==> src/rtl/decoder_pkg.sv <==
// Shared types and default geometry for the min-sum decoder controller.
package decoder_pkg;

  localparam int unsigned N_V_DEF    = 44;
  localparam int unsigned N_C_DEF    = 12;
  localparam int unsigned E_DEF      = 147;
  localparam int unsigned N_ITER_DEF = 5;
  localparam int unsigned EDGE_IDX_W = 8;

  typedef enum logic [2:0] {
    StFetch,
    StLoad,
    StScan,
    StCheck,
    StRun,
    StDrain,
    StErr
  } ctrl_state_t;

  // Input stage + N_ITER layers + output layer.
  function automatic int unsigned pipe_lat(input int unsigned n_iter);
    return n_iter + 2;
  endfunction

endpackage

==> src/rtl/tag_delay_line.sv <==
// Fixed-depth valid+tag shift register; the last stage is the aligned output.
module tag_delay_line #(
  parameter int unsigned Depth = 7,
  parameter int unsigned TagW  = 4
) (
  input  logic            i_clk,
  input  logic            i_rst_n,
  input  logic            i_valid,
  input  logic [TagW-1:0] i_tag,
  output logic            o_valid,
  output logic [TagW-1:0] o_tag
);

  logic [Depth-1:0]           r_valid;
  logic [Depth-1:0][TagW-1:0] r_tag;

  always_ff @(posedge i_clk or negedge i_rst_n) begin
    if (!i_rst_n) begin
      r_valid <= '0;
      r_tag   <= '0;
    end else begin
      r_valid <= {r_valid[Depth-2:0], i_valid};
      r_tag   <= {r_tag[Depth-2:0], i_tag};
    end
  end

  assign o_valid = r_valid[Depth-1];
  assign o_tag   = r_tag[Depth-1];

endmodule

==> src/rtl/decoder_ctrl.sv <==
// Decoder sequencer: builds the edge table from H, then admits and tags codewords.
module decoder_ctrl
  import decoder_pkg::*;
#(
  parameter int unsigned N_V    = N_V_DEF,
  parameter int unsigned N_C    = N_C_DEF,
  parameter int unsigned E      = E_DEF,
  parameter int unsigned N_ITER = N_ITER_DEF,
  parameter int unsigned TAG_W  = 4
) (
  input  logic                     i_clk,
  input  logic                     i_rst_n,
  output logic [$clog2(N_C)-1:0]   o_h_row_addr,
  input  logic [N_V-1:0]           i_h_row_data,
  output logic                     o_edge_we,
  output logic [EDGE_IDX_W-1:0]    o_edge_idx,
  output logic [EDGE_IDX_W-1:0]    o_edge_vn,
  output logic [EDGE_IDX_W-1:0]    o_edge_cn,
  input  logic                     i_cfg_start,
  output logic                     o_cfg_done,
  output logic                     o_cfg_err,
  input  logic                     i_in_valid,
  output logic                     o_in_ready,
  input  logic [N_V-1:0]           i_in_cw,
  input  logic [TAG_W-1:0]         i_in_tag,
  output logic                     o_cw_load,
  output logic [N_V-1:0]           o_cw_out,
  output logic                     o_out_valid,
  output logic [TAG_W-1:0]         o_out_tag,
  output logic                     o_busy
);

  localparam int unsigned PIPE_LAT = pipe_lat(N_ITER);
  localparam int unsigned RowW     = $clog2(N_C);
  localparam int unsigned ColW     = $clog2(N_V);
  localparam int unsigned OccW     = $clog2(PIPE_LAT + 2);

  localparam logic [RowW-1:0]       RowLast   = RowW'(N_C - 1);
  localparam logic [ColW-1:0]       ColLast   = ColW'(N_V - 1);
  localparam logic [EDGE_IDX_W-1:0] EdgeTotal = EDGE_IDX_W'(E);

  ctrl_state_t             r_state;
  logic [RowW-1:0]         r_i;
  logic [ColW-1:0]         r_j;
  logic [N_V-1:0]          r_row;
  logic [EDGE_IDX_W-1:0]   r_count;
  logic                    r_ovf;
  logic [OccW-1:0]         r_occ;
  logic [RowW-1:0]         r_h_row_addr;
  logic                    r_edge_we;
  logic [EDGE_IDX_W-1:0]   r_edge_idx;
  logic [EDGE_IDX_W-1:0]   r_edge_vn;
  logic [EDGE_IDX_W-1:0]   r_edge_cn;
  logic                    r_cfg_done;
  logic                    r_cfg_err;
  logic                    r_in_ready;
  logic                    r_cw_load;
  logic [N_V-1:0]          r_cw_out;
  logic [TAG_W-1:0]        r_cw_tag;
  logic                    r_busy;

  logic                    w_accept;
  logic                    w_out_valid;
  logic [TAG_W-1:0]        w_out_tag;
  logic [OccW-1:0]         w_occ_next;

  // in_ready is only ever high in RUN, so it alone qualifies an accept.
  assign w_accept = i_in_valid & r_in_ready;

  always_comb begin
    w_occ_next = r_occ;
    if (w_accept && !w_out_valid) begin
      w_occ_next = r_occ + 1'b1;
    end else if (!w_accept && w_out_valid) begin
      w_occ_next = r_occ - 1'b1;
    end
  end

  always_ff @(posedge i_clk or negedge i_rst_n) begin
    if (!i_rst_n) begin
      r_state      <= StFetch;
      r_i          <= '0;
      r_j          <= '0;
      r_row        <= '0;
      r_count      <= '0;
      r_ovf        <= 1'b0;
      r_occ        <= '0;
      r_h_row_addr <= '0;
      r_edge_we    <= 1'b0;
      r_edge_idx   <= '0;
      r_edge_vn    <= '0;
      r_edge_cn    <= '0;
      r_cfg_done   <= 1'b0;
      r_cfg_err    <= 1'b0;
      r_in_ready   <= 1'b0;
      r_cw_load    <= 1'b0;
      r_cw_out     <= '0;
      r_cw_tag     <= '0;
      r_busy       <= 1'b0;
    end else begin
      r_edge_we <= 1'b0;
      r_cw_load <= w_accept;
      r_occ     <= w_occ_next;
      r_busy    <= (w_occ_next != '0);
      if (w_accept) begin
        r_cw_out <= i_in_cw;
        r_cw_tag <= i_in_tag;
      end
      unique case (r_state)
        StFetch: begin
          r_h_row_addr <= r_i;
          r_busy       <= 1'b1;
          r_state      <= StLoad;
        end
        StLoad: begin
          r_row   <= i_h_row_data;
          r_j     <= '0;
          r_busy  <= 1'b1;
          r_state <= StScan;
        end
        StScan: begin
          r_busy <= 1'b1;
          if (r_row[r_j]) begin
            if (r_count != EdgeTotal) begin
              r_edge_we  <= 1'b1;
              r_edge_idx <= r_count;
              r_edge_vn  <= EDGE_IDX_W'(r_j);
              r_edge_cn  <= EDGE_IDX_W'(r_i);
              r_count    <= r_count + 1'b1;
            end else begin
              r_ovf <= 1'b1;
            end
          end
          if (r_j == ColLast) begin
            if (r_i == RowLast) begin
              r_state <= StCheck;
            end else begin
              r_i     <= r_i + 1'b1;
              r_state <= StFetch;
            end
          end else begin
            r_j <= r_j + 1'b1;
          end
        end
        StCheck: begin
          if (r_count == EdgeTotal && !r_ovf) begin
            r_cfg_done <= 1'b1;
            r_in_ready <= 1'b1;
            r_state    <= StRun;
          end else begin
            r_cfg_err <= 1'b1;
            r_state   <= StErr;
          end
        end
        StRun: begin
          if (i_cfg_start) begin
            r_in_ready <= 1'b0;
            r_busy     <= 1'b1;
            r_state    <= StDrain;
          end
        end
        StDrain: begin
          r_busy <= 1'b1;
          if (r_occ == '0) begin
            r_cfg_done <= 1'b0;
            r_i        <= '0;
            r_j        <= '0;
            r_count    <= '0;
            r_ovf      <= 1'b0;
            r_state    <= StFetch;
          end
        end
        StErr: begin
          r_in_ready <= 1'b0;
        end
        default: r_state <= StErr;
      endcase
    end
  end

  tag_delay_line #(
    .Depth (PIPE_LAT),
    .TagW  (TAG_W)
  ) u_tag_delay_line (
    .i_clk   (i_clk),
    .i_rst_n (i_rst_n),
    .i_valid (r_cw_load),
    .i_tag   (r_cw_tag),
    .o_valid (w_out_valid),
    .o_tag   (w_out_tag)
  );

  assign o_h_row_addr = r_h_row_addr;
  assign o_edge_we    = r_edge_we;
  assign o_edge_idx   = r_edge_idx;
  assign o_edge_vn    = r_edge_vn;
  assign o_edge_cn    = r_edge_cn;
  assign o_cfg_done   = r_cfg_done;
  assign o_cfg_err    = r_cfg_err;
  assign o_in_ready   = r_in_ready;
  assign o_cw_load    = r_cw_load;
  assign o_cw_out     = r_cw_out;
  assign o_out_valid  = w_out_valid;
  assign o_out_tag    = w_out_tag;
  assign o_busy       = r_busy;

endmodule

==> config.mk <==
export PLATFORM = sky130hd
export DESIGN_NAME = decoder_ctrl
export DESIGN_NICKNAME = d
export VERILOG_FILES = /design/src/rtl/decoder_pkg.sv /design/src/rtl/tag_delay_line.sv /design/src/rtl/decoder_ctrl.sv
export SDC_FILE = /design/constraint.sdc
export NUM_CORES = 1
export LEC_CHECK = 0
export CORE_MARGIN = 2
export CORE_UTILIZATION = 50
export CTS_CLUSTER_DIAMETER = 100
export DETAILED_ROUTE_END_ITERATION = 12
export HOLD_SLACK_MARGIN = 0.06
export PLACE_DENSITY = 0.89
export SYNTH_ARGS = -nofsm -noshare
export SYNTH_HDL_FRONTEND = slang
export SYNTH_SLANG_ARGS = --single-unit
==> constraint.sdc <==
create_clock -name i_clk -period 4.77 [get_ports i_clk]
set_clock_uncertainty 0.15 [all_clocks]
set_input_delay 1.431 -clock i_clk [delete_from_list [all_inputs] [get_ports i_clk]]
set_output_delay 1.431 -clock i_clk [all_outputs]
set_load 0.005 [all_outputs]
==> results.toml <==
[final_layout]
final_common_cell = "dfrtp_1"
mostFrequentLayoutCells = "dfrtp_1, clkdlybuf4s50_1, mux2_2, nand2_1, clkbuf_16"
fillers = 995
postLayoutCoreUtil_pct = 67.5
area_delta_synth_final_pct = 32.8
layout-drive-gt1-share_pct = 24.9
final_nets = 768

[floorplanning]
fp.dieH_um = 125
ios = 179
start_util_pct = 50.8
dieArea_um2 = 15600
core_area_um2 = 14400
rows = 44
die_width_um = 125

[detailed_routing]
post_drt_wl_per_cell_um = 17.9
first_pass_iters = 5
num_vias = 4664
ant_nets = 0
vias_per_cell = 5.39
wirelength_mm = 15.5
drc = 0
drtIter0Drc = 357

[cts]
cts_tree = "yes"
root_buffer = "clkbuf_16"
ctsHoldBuffers = 0
cts.sinks = 181
cts_buffers = 17
post_cts_resized = 0
clk_latency_ns = 0.43
post_cts_buffers = 0
clk_pin_slew_ns = 0.07
clock_path_buffers = 2
htreeDepth = 4

[logic_synthesis]
ys_warn_count = 0
asyncSetResetFlopFracSynth_pct = 100
synth_seq_cells = 181
synth_edf_count = 0
syn_avg_cell_area_um2 = 14.7
synth-seq-area-share_pct = 61.8
synth_flop_cell = "dfrtp_1"
netlist_area_um2 = 7330
synthDistinctLibCells = 53
syn-instance-count = 499

[worst_setup_path]
cp_max_fo = 17
crit_path_top_delay_cell = "dfrtp_1"
cp-endpoint = "o_edge_idx[5]"
regToRegSetupSlack_ns = 1.12
r2r-start = "r_j[0]"
cpPeakStageDelay_ns = 0.87
cp-start-kind = "register"
critPathKind = "reg2reg"
crit_start = "r_j[0]"
required_ns = 4.93
arrival_ns = 3.81
cp_cell_sequence = "mux4_1 -> mux2i_1 -> a22oi_1 -> nand4_1 -> o21a_1 -> buf_4 -> mux2_2"
reg2reg_depth = 7
path_delay_family = "multiplexers"
r2r_end = "o_edge_idx[5]"
crit_path_end_kind = "register"
cp.depth = 7
path_buf_inv = 1

[power_and_ir_drop]
powerDensity_nw_per_um2 = 311
power_leakage_uw = 0.00462
ir_drop_mv = 0.260

[timing]
worst_slew_pin_slew_ns = 0.812
final-hold-violation-count = 0
fin_ws_ns = 1.12
min_period_over_period_pct = 76.4
setup_violations = 0
finalMaxSlewViolations = 0
rsz0062_at_grt = "no"
tns_ns = 0
period_needed_ns = 3.65
slew_headroom_pct = 45.9
max_freq_ghz = 0.274

[place]
post-dp-hpwl_mm = 10.9
gp_congestion = 0.846
dp_slack_ns = 1.13
io_buffers = 172

[global_routing]
grt_max_degree = 91
grt_pass1_wl_mm = 26.1
grt_usage_pct = 20.8
grt_overflow = 0
grt_pass1_vias = 5178
antenna_found_initial = 1

[flow_run]
drv_cap = 0

[hold_path]
hold_path_class = "reg2reg"

[status]
status = "finished clean"
==> kinds of logic after synthesis <==
family                   Yosys count  share of synthesized area [%]
flip-flops                       181                           61.8
other                              1                         0.0512
XOR/XNOR                           6                          0.717
AO/OA/AOI/OAI                     50                           4.92
multiplexers                     132                           22.3
AND/OR/NAND/NOR                   80                           5.92
buffers and inverters             44                           3.43
adder cells (fa/ha/maj)            5                          0.853
==> metal layers <==
metal	vias to the layer above	part of all wire (%)	GRT usage (%)
met3	17	8.1	8.77
met5	-	0	0
met1	2360	40	24.7
li1	2105	-	-
met2	182	51	35.2
met4	0	1.1	5.62
==> area by class of cell <==
| cell class | count | area, um^2 | area share [%] |
|---|---|---|---|
| flip-flops and latches | 181 | 4530 | 46.5 |
| multi-input cells | 279 | 2580 | 26.5 |
| clock buffers | 19 | 443 | 4.55 |
| well taps | 184 | 230 | 2.37 |
| clock inverters | 13 | 136 | 1.40 |
| inverters | 11 | 41.3 | 0.424 |
| diodes | 1 | 2.50 | 0.0257 |
| repair buffers | 177 | 1770 | 18.2 |
==> worst min-delay path by stage <==
stage,from,to,slack (ns),cells past startpoint
after floorplan,u_tag_delay_line.r_tag[20],u_tag_delay_line.o_tag[0],0.18,0
after global placement,u_tag_delay_line.r_valid[0],u_tag_delay_line.r_valid[1],0.19,0
after detailed placement,u_tag_delay_line.r_valid[1],u_tag_delay_line.r_valid[2],0.19,0
after CTS,u_tag_delay_line.r_valid[3],u_tag_delay_line.r_valid[4],0.20,0
after global routing,u_tag_delay_line.r_tag[1],u_tag_delay_line.r_tag[5],0.21,0
final,u_tag_delay_line.r_tag[16],u_tag_delay_line.r_tag[20],0.20,0
==> state kept, by name (all words and copies together) (netlist names), 2 cells and up, named ones only <==
| register | count |
|---|---|
| o_edge_cn | 4 |
| r_i | 4 |
| r_j | 6 |
| u_tag_delay_line.r_valid | 7 |
| u_tag_delay_line.r_tag | 24 |
| o_h_row_addr | 4 |
| r_count | 8 |
| o_cw_out | 44 |
| r_cw_tag | 4 |
| r_state | 2 |
| r_occ | 4 |
| r_row | 44 |
| o_edge_idx | 8 |
| o_edge_vn | 6 |
| u_tag_delay_line.o_tag | 4 |
==> stage by stage <==
| stage | instances | hold WS, ns | cell area, um^2 | total power [uW] |
|---|---|---|---|---|
| final | 865 | 0.199 | 9730 | 3020 |
| after global routing | 864 | 0.210 | 9730 | 3130 |
| after CTS | 864 | 0.204 | 9730 | 3050 |
| after floorplan | 504 | 0.181 | 7350 | 1570 |
| after global placement | 832 | 0.186 | 9150 | 1670 |
| after detailed placement | 832 | 0.186 | 9150 | 1680 |
==> report_power, final <==
group | internal [uW] | switching, uW | leakage [uW]
Clock | 754 | 622 | 0.000287
Sequential | 1530 | 0 | 0.00250
Combinational | 70.3 | 42.2 | 0.00183
==> cells in the mapped netlist, types with 4 or more instances <==
cell type	instances	area (um^2)
dfrtp_1	181	4530
mux2_2	103	1160
nand2_1	18	67.6
o21ai_0	16	80.1
clkbuf_1	15	56.3
inv_1	11	41.3
mux2_4	11	165
nor2_1	11	41.3
buf_4	10	75.1
nand2b_1	10	62.6
mux2i_1	9	90.1
a221oi_1	6	52.6
a31o_2	6	52.6
and3_1	5	31.3
ha_1	5	62.6
mux4_1	5	131
nand3_1	5	25.0
nor3_1	5	25.0
xnor2_1	5	43.8
buf_6	4	45.0
mux4_2	4	90.1
No activity file was read; power rests on OpenSTA's default activity.
